$ cat src/rtl/posit_pkg.sv
// Shared types and constants for the posit operation arbiter.
package posit_pkg;

    typedef enum logic [1:0] {
        OP_ADD = 2'd0,
        OP_SUB = 2'd1,
        OP_MUL = 2'd2
    } posit_op_t;

    typedef enum logic [1:0] {
        IDLE,
        ISSUE,
        WAIT,
        RESP
    } arb_state_t;

    localparam int unsigned MAX_N = 64;

    // NaR is the posit "not a real" pattern: sign bit set, all other bits clear.
    function automatic logic [MAX_N-1:0] nar_word(input int unsigned n);
        return MAX_N'(1) << (n - 1);
    endfunction

endpackage

$ cat src/rtl/posit_rr_arb.sv
// Two-way round-robin grant: on contention the requester not granted last wins.
module posit_rr_arb (
    input  logic [1:0] req,
    input  logic       last_grant,
    output logic [1:0] grant
);

    always_comb begin
        grant = 2'b00;
        case (req)
            2'b01:   grant = 2'b01;
            2'b10:   grant = 2'b10;
            2'b11:   grant = last_grant ? 2'b01 : 2'b10;
            default: grant = 2'b00;
        endcase
    end

endmodule

$ cat src/rtl/posit_op_arbiter.sv
// Shares one posit datapath between two requesters, one operation in flight,
// with a bounded wait that answers NaR plus an error flag on timeout.
module posit_op_arbiter
    import posit_pkg::*;
#(
    parameter int N       = 32,
    parameter int ES      = 2,
    parameter int TIMEOUT = 64
) (
    input  logic                clk,
    input  logic                rst,
    input  logic [1:0]          req_valid,
    output logic [1:0]          req_ready,
    input  logic [1:0][1:0]     req_op,
    input  logic [1:0][N-1:0]   req_a,
    input  logic [1:0][N-1:0]   req_b,
    output logic [1:0]          rsp_valid,
    input  logic [1:0]          rsp_ready,
    output logic [N-1:0]        rsp_data,
    output logic                rsp_err,
    output logic                dp_start,
    output logic [1:0]          dp_op,
    output logic [N-1:0]        dp_a,
    output logic [N-1:0]        dp_b,
    input  logic                dp_done,
    input  logic [N-1:0]        dp_result
);

    localparam int CW = $clog2(TIMEOUT) + 1;
    localparam logic [N-1:0] NAR = N'(nar_word(N));
    localparam int ES_UNUSED = ES;

    arb_state_t       state_q;
    logic             last_grant_q;
    logic             id_q;
    logic [CW-1:0]    cnt_q;
    logic [CW-1:0]    cnt_d;
    logic [1:0]       rsp_valid_q;
    logic [N-1:0]     rsp_data_q;
    logic             rsp_err_q;
    logic             dp_start_q;
    logic [1:0]       dp_op_q;
    logic [N-1:0]     dp_a_q;
    logic [N-1:0]     dp_b_q;
    logic [1:0]       grant;
    logic             accept;
    logic             grant_id;

    posit_rr_arb u_rr_arb (
        .req        (req_valid),
        .last_grant (last_grant_q),
        .grant      (grant)
    );

    assign req_ready = (state_q == IDLE) ? grant : 2'b00;
    assign accept    = |(req_valid & req_ready);
    assign grant_id  = grant[1];
    assign cnt_d     = (&cnt_q) ? cnt_q : cnt_q + 1'b1;

    always_ff @(posedge clk or posedge rst) begin
        if (rst) begin
            state_q      <= IDLE;
            last_grant_q <= 1'b1;
            id_q         <= 1'b0;
            cnt_q        <= '0;
            rsp_valid_q  <= 2'b00;
            rsp_data_q   <= '0;
            rsp_err_q    <= 1'b0;
            dp_start_q   <= 1'b0;
            dp_op_q      <= 2'b00;
            dp_a_q       <= '0;
            dp_b_q       <= '0;
        end else begin
            dp_start_q <= 1'b0;
            case (state_q)
                IDLE: begin
                    if (accept) begin
                        id_q         <= grant_id;
                        last_grant_q <= grant_id;
                        dp_op_q      <= req_op[grant_id];
                        dp_a_q       <= req_a[grant_id];
                        dp_b_q       <= req_b[grant_id];
                        dp_start_q   <= 1'b1;
                        state_q      <= ISSUE;
                    end
                end
                ISSUE: begin
                    cnt_q   <= '0;
                    state_q <= WAIT;
                end
                WAIT: begin
                    // A completion in the final counted cycle still wins over the timeout.
                    if (dp_done) begin
                        rsp_data_q  <= dp_result;
                        rsp_err_q   <= 1'b0;
                        rsp_valid_q <= id_q ? 2'b10 : 2'b01;
                        state_q     <= RESP;
                    end else if (cnt_q == CW'(TIMEOUT - 1)) begin
                        rsp_data_q  <= NAR;
                        rsp_err_q   <= 1'b1;
                        rsp_valid_q <= id_q ? 2'b10 : 2'b01;
                        state_q     <= RESP;
                    end else begin
                        cnt_q <= cnt_d;
                    end
                end
                RESP: begin
                    if (rsp_ready[id_q]) begin
                        rsp_valid_q <= 2'b00;
                        state_q     <= IDLE;
                    end
                end
                default: state_q <= IDLE;
            endcase
        end
    end

    assign rsp_valid = rsp_valid_q;
    assign rsp_data  = rsp_data_q;
    assign rsp_err   = rsp_err_q;
    assign dp_start  = dp_start_q;
    assign dp_op     = dp_op_q;
    assign dp_a      = dp_a_q;
    assign dp_b      = dp_b_q;

endmodule

$ cat config.mk
export PLATFORM = sky130hd
export DESIGN_NAME = posit_op_arbiter
export DESIGN_NICKNAME = d
export VERILOG_FILES = /design/src/rtl/posit_pkg.sv /design/src/rtl/posit_rr_arb.sv /design/src/rtl/posit_op_arbiter.sv
export SDC_FILE = /design/constraint.sdc
export NUM_CORES = 1
export LEC_CHECK = 0
export BUFFER_PORTS_ARGS = -buffer_cell sky130_fd_sc_hd__clkbuf_2
export CORE_MARGIN = 2
export CORE_UTILIZATION = 40
export CTS_CLUSTER_DIAMETER = 100
export CTS_CLUSTER_SIZE = 14
export DETAILED_ROUTE_END_ITERATION = 7
export PLACE_DENSITY = 0.74
export SETUP_SLACK_MARGIN = 0.1
export SYNTH_ARGS = -nofsm -noshare
export SYNTH_HDL_FRONTEND = slang
export SYNTH_SLANG_ARGS = --single-unit
$ cat constraint.sdc
create_clock -name clk -period 7.25 [get_ports clk]
set_input_delay 1.0875 -clock clk [delete_from_list [all_inputs] [get_ports clk]]
set_output_delay 1.0875 -clock clk [all_outputs]
set_load 0.005 [all_outputs]
==> impl_metrics.json, run 1 <==
{
  "outcome": "complete, no violations",
  "cts_resized": 0,
  "tritoncts": "built",
  "p_leak_uw": 0.00386,
  "layout.cell_area.non_filler_um2": 7100,
  "cpLargestDelayFamily": "compound AO/OA/AOI/OAI gates",
  "cts.sink_count": 113,
  "grt_max_degree": 111,
  "yosysWarningCount": 0,
  "synth_cell_types": 36,
  "mappedNetlistNets": 624,
  "fp.coreArea_um2": 12100,
  "final_hold_fails": 0,
  "antenna_violations_before_repair": 0,
  "worst-path-max-fanout": 16,
  "number_of_flops_mapped_to_enable_cells_by_yosys": 0,
  "synth_async_sr_flop_share": 1.00,
  "netlist_area_um2": 4990,
  "die_area_um2": 13400,
  "worst_path_most_repeated_cell": "sky130_fd_sc_hd__clkbuf_2",
  "mapped_cells": 447,
  "layout_min_cycle_time_ns": 3.35,
  "peakVddDrop_mv": 0.156,
  "cts_hold_buffers_added": 0,
  "synth.most_common_cell": "sky130_fd_sc_hd__dfrtp_1",
  "drv.max_cap_violation_count": 0,
  "cts_setup_buffers": 0,
  "worst_setup_hold_path_clk_slew_ns": 0.05,
  "htree_num_levels": 4,
  "worst_ep_arrival_time_ns": 2.26,
  "cts_inserted_buffers": 17,
  "clock_insertion_delay_worst_skew_ns": 0.40,
  "synth-seq-area-share": 0.567,
  "finalSetupViolCount": 0,
  "antenna_violating_nets_post_route": 0,
  "post_detail_place_hpwl_um": 9850,
  "floorplan.die.height_um": 116,
  "drt-wirelength-per-cell_um": 14.9,
  "report.final.slew_viol_count": 0,
  "dieWidth_um": 116,
  "critical_path.cell_chain": "clkbuf_2 -> a21boi_4 -> and2_1 -> clkbuf_2",
  "fin_tns_setup_ns": 0,
  "gp_congestion": 0.858,
  "rows": 40,
  "groute.usage.overall": 0.198,
  "hold_path_class": "flop to flop",
  "critPathCaptureType": "output port",
  "yosysTopAreaCell": "sky130_fd_sc_hd__dfrtp_1",
  "layout.core_utilization": 0.586,
  "flow.area_growth_from_synthesis_pct": 42.2,
  "drt_iter0_markers": 288,
  "synth.cells.most_frequent": "sky130_fd_sc_hd__dfrtp_1, sky130_fd_sc_hd__nand2_1, sky130_fd_sc_hd__mux2i_1, sky130_fd_sc_hd__o21ai_0, sky130_fd_sc_hd__a22o_1",
  "route.final.wire_length_um": 13300,
  "start_util": 0.412,
  "postPlaceCellArea_um2": 6460,
  "worstPathRequired_ns": 6.16,
  "synth_flop_cell": "sky130_fd_sc_hd__dfrtp_1",
  "critical_path_class": "primary input to output port",
  "synth.ff_latch_count": 113,
  "powerDensity_nw_per_um2": 417,
  "rsz0062_at_grt": "no",
  "slew_headroom": 0.111,
  "port_buffers": 274,
  "remaining_drc_errors": 0,
  "timing.clock.skew_ns": 0.00697,
  "number_of_vias_in_the_routed_layout": 4406,
  "clock.fmax_ghz": 0.298,
  "critical_path.startpoint_type": "primary input",
  "global_route.overflow_total": 0,
  "final_min_period_over_clock_period": 0.462,
  "synth.top_cells.by_area": "sky130_fd_sc_hd__dfrtp_1, sky130_fd_sc_hd__mux2i_1, sky130_fd_sc_hd__a22o_1, sky130_fd_sc_hd__nand2_1, sky130_fd_sc_hd__o21ai_0",
  "detailedRoute.firstPassIterationCount": 5,
  "tightestPinTransition_ns": 1.33,
  "avg_synthesized_cell_area_um2": 11.2,
  "timing.critical_path.slowest_stage_cell": "sky130_fd_sc_hd__a21boi_4",
  "io_pins": 275,
  "nFillCells": 1062,
  "grt_first_pass_wirelength_um": 20700,
  "dp_cells": 863,
  "antenna_cells_inserted": 0,
  "final_layout_size_suffix_gt1_frac": 0.433,
  "first_global_vias": 4324,
  "cts_root_buffer": "sky130_fd_sc_hd__clkbuf_16",
  "max_incr_delay_on_cp_ns": 0.64,
  "final-instance-count-excl-fill": 895,
  "cts_max_path_buffers": 2,
  "fin_nets": 891,
  "synth_largest_type_area_fraction": 0.561,
  "critical_path_buf_inv_count": 2,
  "viasPerCell": 4.92
}
## final timing paths
| check | start | to | slack (ns) | cells after the start |
|---|---|---|---|---|
| worst min register to register | dp_a[27] | dp_a[27] | 0.48 | 2 |
| worst min-delay path | dp_a[27] | dp_a[27] | 0.48 | 2 |
| worst max register to register | state_q[0] | rsp_data[4] | 4.44 | 6 |
| max in group asynchronous | rst | rsp_valid[0] | 5.26 | 3 |
| worst max-delay path | req_valid[1] | req_ready[1] | 3.90 | 4 |
| min in group asynchronous | rst | rsp_data[13] | 0.77 | 2 |
## per-stage QoR
stage | total power (uW) | setup slack, ns | hold WS [ns]
2_1_floorplan | 1630 | 3.18 | 0.469
3_3_place_gp | 2030 | 3.92 | 0.463
3_5_place_dp | 2090 | 3.90 | 0.466
4_1_cts | 2990 | 3.90 | 0.487
5_1_grt | 3180 | 3.85 | 0.506
6_report | 2960 | 3.90 | 0.481
## sequential cells by signal, indices dropped and copies added, names as in the netlist
name          flops
cnt_q             7
last_grant_q      1
state_q           2
dp_op             2
rsp_valid         2
rsp_err           1
rsp_data         32
dp_b             32
dp_start          1
id_q              1
dp_a             32
## worst min-delay path, cell delays in order, from the launching register on
cell	delay (ns)
sky130_fd_sc_hd__dfrtp_1	0.34
sky130_fd_sc_hd__nand2_1	0.05
sky130_fd_sc_hd__o21ai_0	0.06
## layout by cell type, fill, tap and decap left out, types with 2 or more instances in the layout
| cell | count |
|---|---|
| sky130_fd_sc_hd__a21o_1 | 3 |
| sky130_fd_sc_hd__a21oi_1 | 5 |
| sky130_fd_sc_hd__a22o_1 | 32 |
| sky130_fd_sc_hd__a22oi_1 | 2 |
| sky130_fd_sc_hd__a31oi_1 | 3 |
| sky130_fd_sc_hd__and2_1 | 3 |
| sky130_fd_sc_hd__buf_4 | 4 |
| sky130_fd_sc_hd__bufinv_16 | 4 |
| sky130_fd_sc_hd__clkbuf_16 | 17 |
| sky130_fd_sc_hd__clkbuf_2 | 274 |
| sky130_fd_sc_hd__clkbuf_8 | 4 |
| sky130_fd_sc_hd__clkinv_2 | 4 |
| sky130_fd_sc_hd__clkinvlp_4 | 2 |
| sky130_fd_sc_hd__dfrtp_1 | 112 |
| sky130_fd_sc_hd__ha_1 | 6 |
| sky130_fd_sc_hd__inv_1 | 6 |
| sky130_fd_sc_hd__mux2i_1 | 69 |
| sky130_fd_sc_hd__nand2_1 | 74 |
| sky130_fd_sc_hd__nand2b_1 | 3 |
| sky130_fd_sc_hd__nand3_1 | 4 |
| sky130_fd_sc_hd__nor2_1 | 5 |
| sky130_fd_sc_hd__nor2b_1 | 4 |
| sky130_fd_sc_hd__o21ai_0 | 40 |
| sky130_fd_sc_hd__o21ai_1 | 30 |
## cell type report
type,count,area (um^2),area share
Clock inverter,10,155,0.0219
Multi-Input combinational cell,297,1990,0.280
Tap cell,168,210,0.0296
Sequential cell,113,2830,0.399
Inverter,7,28.8,0.00406
Timing Repair Buffer,278,1400,0.197
Clock buffer,22,484,0.0682
## metal layers
| metal | global-route usage | vias up | routed length [um] |
|---|---|---|---|
| met5 | 0 | - | 0 |
| met4 | 0.0810 | 0 | 233 |
| met3 | 0.0403 | 19 | 842 |
| met2 | 0.338 | 193 | 6590 |
| met1 | 0.247 | 2078 | 5670 |
| li1 | - | 2116 | - |
## where the power goes
| part | total, uW | switching [uW] | internal, uW |
|---|---|---|---|
| logic | 978 | 519 | 459 |
| registers | 1090 | 172 | 920 |
| clock network | 889 | 280 | 609 |
| total | 2960 | 970 | 1990 |
## kinds of logic (layout without fill, tap and decap cells)
| logic type | Yosys count | after routing | share of synthesized area |
|---|---|---|---|
| AND/OR/NAND/NOR | 98 | 98 | 0.0830 |
| adder cells (fa/ha/maj) | 6 | 6 | 0.0150 |
| flip-flops | 113 | 113 | 0.567 |
| buffers and inverters | 37 | 317 | 0.0381 |
| XOR/XNOR | 1 | 1 | 0.00175 |
| AO/OA/AOI/OAI | 122 | 122 | 0.155 |
| multiplexers | 70 | 70 | 0.141 |
No activity file was read; power rests on OpenSTA's default activity.
==> inputs of run 2 (changes only) <==
==> constraint.sdc (replaced) <==
create_clock -name clk -period 3.4 [get_ports clk]
set_input_delay 0.51 -clock clk [delete_from_list [all_inputs] [get_ports clk]]
set_output_delay 0.51 -clock clk [all_outputs]
set_load 0.005 [all_outputs]
==> run 2 against run 1 <==
Effect of this change: first-iteration DRC count decreased by 28%; total power increased by 110%; highest routed layer unchanged; cell count increased by 0.45%; clock power increased by 98%; register-to-register slack got worse by 3.3 ns; setup slack got worse by 2.8 ns; count of clock-buffer cells in the layout decreased by 1; via count decreased by 0.70%; global-route usage decreased by 0.87 points; critical path depth increased by 2; design area about the same.
==> impl_metrics.json, run 2 (same netlist as run 1, synthesis figures left out) <==
{
  "drv.max_cap_violation_count": 0,
  "worstPathRequired_ns": 3.74,
  "cts_resized": 0,
  "antenna_violating_nets_post_route": 0,
  "pre_cts_ws_ns": 1.11,
  "timing.rr.start": "state_q[0]",
  "cts_hold_buffers_added": 0,
  "regArea_um2": 2830,
  "final_min_period_over_clock_period": 0.676,
  "layout.cells.most_common_list": "sky130_fd_sc_hd__clkbuf_2, sky130_fd_sc_hd__dfrtp_1, sky130_fd_sc_hd__nand2_1",
  "cts_max_path_buffers": 2,
  "critical_path.startpoint_type": "flop",
  "peakVddDrop_mv": 0.372,
  "remaining_drc_errors": 0,
  "fin_tns_setup_ns": 0,
  "final_layout_size_suffix_gt1_frac": 0.434,
  "grt_first_pass_wirelength_um": 19700,
  "powerDensity_nw_per_um2": 869,
  "cts_setup_buffers": 0,
  "groute.usage.overall": 0.189,
  "critical_path_class": "flop to flop",
  "last_element_of_the_critical_path": "rsp_data[3]",
  "worst_setup_path_startpoint": "state_q[0]",
  "layout.cell_area.non_filler_um2": 7100,
  "floorplan.die.height_um": 116,
  "rsz0062_at_grt": "no",
  "layout_min_cycle_time_ns": 2.30,
  "global_route.overflow_total": 0,
  "viasPerCell": 4.87,
  "power.clock.fraction": 0.286,
  "power_switching_uw": 2040,
  "flow.area_growth_from_synthesis_pct": 42.3,
  "clock_insertion_delay_worst_skew_ns": 0.40,
  "report.final.slew_viol_count": 0,
  "finalSetupViolCount": 0,
  "number_of_vias_in_the_routed_layout": 4375,
  "power.switching_fraction": 0.331,
  "htree_num_levels": 4,
  "worst-path-max-fanout": 18,
  "power_report.internal_total_uw": 4130,
  "die_area_um2": 13400,
  "timing.clock.skew_ns": 0.00589,
  "power_frac_seq": 0.377,
  "dieWidth_um": 116,
  "reg2regPathDepth": 6,
  "first_global_vias": 4125,
  "reg2reg_setup_slack_ns": 1.10,
  "final-instance-count-excl-fill": 899,
  "worst_ep_arrival_time_ns": 2.64,
  "layout_commonest_cell": "sky130_fd_sc_hd__clkbuf_2",
  "tritoncts": "built",
  "drt-wirelength-per-cell_um": 14.4,
  "nFillCells": 1044,
  "io_pins": 275,
  "fp.coreArea_um2": 12100,
  "critPathCaptureType": "flop",
  "outcome": "complete, no violations",
  "antenna_violations_before_repair": 0,
  "gp_congestion": 0.766,
  "rows": 40,
  "p_leak_uw": 0.00386,
  "grt_max_degree": 78,
  "comb_power_share": 0.337,
  "cts.sink_count": 113,
  "clock.fmax_ghz": 0.435,
  "cts_inserted_buffers": 17,
  "tightestPinTransition_ns": 0.759,
  "final_hold_fails": 0,
  "port_buffers": 274,
  "slew_headroom": 0.494,
  "detailedRoute.firstPassIterationCount": 4,
  "route.final.wire_length_um": 13000,
  "antenna_cells_inserted": 0,
  "postPlaceCellArea_um2": 6510,
  "start_util": 0.412,
  "drt_iter0_markers": 207,
  "worst_setup_hold_path_clk_slew_ns": 0.05,
  "multiInputGateArea_um2": 1990,
  "fin_nets": 895,
  "dp_cells": 867,
  "layout_setup_ws_ns": 1.10,
  "cts_root_buffer": "sky130_fd_sc_hd__clkbuf_16",
  "hold_path_class": "primary input to asynchronous set/reset pin",
  "post_detail_place_hpwl_um": 9620,
  "r2r_end": "rsp_data[3]"
}
-- run 2: changes by cell type in the layout (fill, tap and decap cells not counted) --
cell / change
sky130_fd_sc_hd__bufinv_16: -1
sky130_fd_sc_hd__clkinv_2: +1
sky130_fd_sc_hd__clkbuf_8: -3
sky130_fd_sc_hd__clkbuf_1: +2
sky130_fd_sc_hd__clkinvlp_4: +2
sky130_fd_sc_hd__buf_12: +2
sky130_fd_sc_hd__buf_4: +2
sky130_fd_sc_hd__inv_4: -1
-- run 2: power groups by stage --
| stage | clock network (uW) | registers, uW | logic [uW] |
|---|---|---|---|
| final | 1760 | 2330 | 2080 |
| after global routing | 1870 | 2410 | 2350 |
| after CTS | 1800 | 2330 | 2110 |
| after detailed placement | 0 | 2330 | 2110 |
| after global placement | 0 | 2320 | 2030 |
| after floorplan | 0 | 2340 | 1130 |
-- run 2: worst min path at each step --
stage	slack [ns]	depth (start not counted)	to
final	0.16	2	rsp_data[19]
after global routing	0.18	2	rsp_data[28]
after CTS	0.17	2	rsp_data[28]
after detailed placement	0.47	2	dp_a[25]
after global placement	0.46	1	rsp_valid[0]
after floorplan	0.47	1	cnt_q[6]
-- run 2: routing by layer --
metal	global-route usage	up-vias	routed length (um)
li1	-	2111	-
met1	0.229	2036	5440
met2	0.314	206	6310
met3	0.0560	22	972
met4	0.0865	0	267
met5	0	-	0
-- run 2: stage by stage --
stage          total power [uW]  hold WS, ns  utilization
2_1_floorplan              3470        0.469            -
3_3_place_gp               4350        0.462        0.538
3_5_place_dp               4440        0.469        0.538
4_1_cts                    6240        0.166        0.586
5_1_grt                    6630        0.184        0.586
6_report                   6170        0.165        0.586
-- run 2: cell type report --
class                      instances  area share
timing repair buffer             282       0.205
clock buffer                      21      0.0634
multi-input combinational        297       0.280
tap                              168      0.0296
sequential                       113       0.398
inverter                           7     0.00423
clock inverter                    11      0.0194
-- run 2: worst max-delay path, cell delays in order (launching register included) --
cell,delay [ns]
sky130_fd_sc_hd__dfrtp_1,0.38
sky130_fd_sc_hd__inv_1,0.10
sky130_fd_sc_hd__ha_1,0.35
sky130_fd_sc_hd__and4b_1,0.30
sky130_fd_sc_hd__a21oi_2,0.60
sky130_fd_sc_hd__buf_4,0.35
sky130_fd_sc_hd__a22o_1,0.16
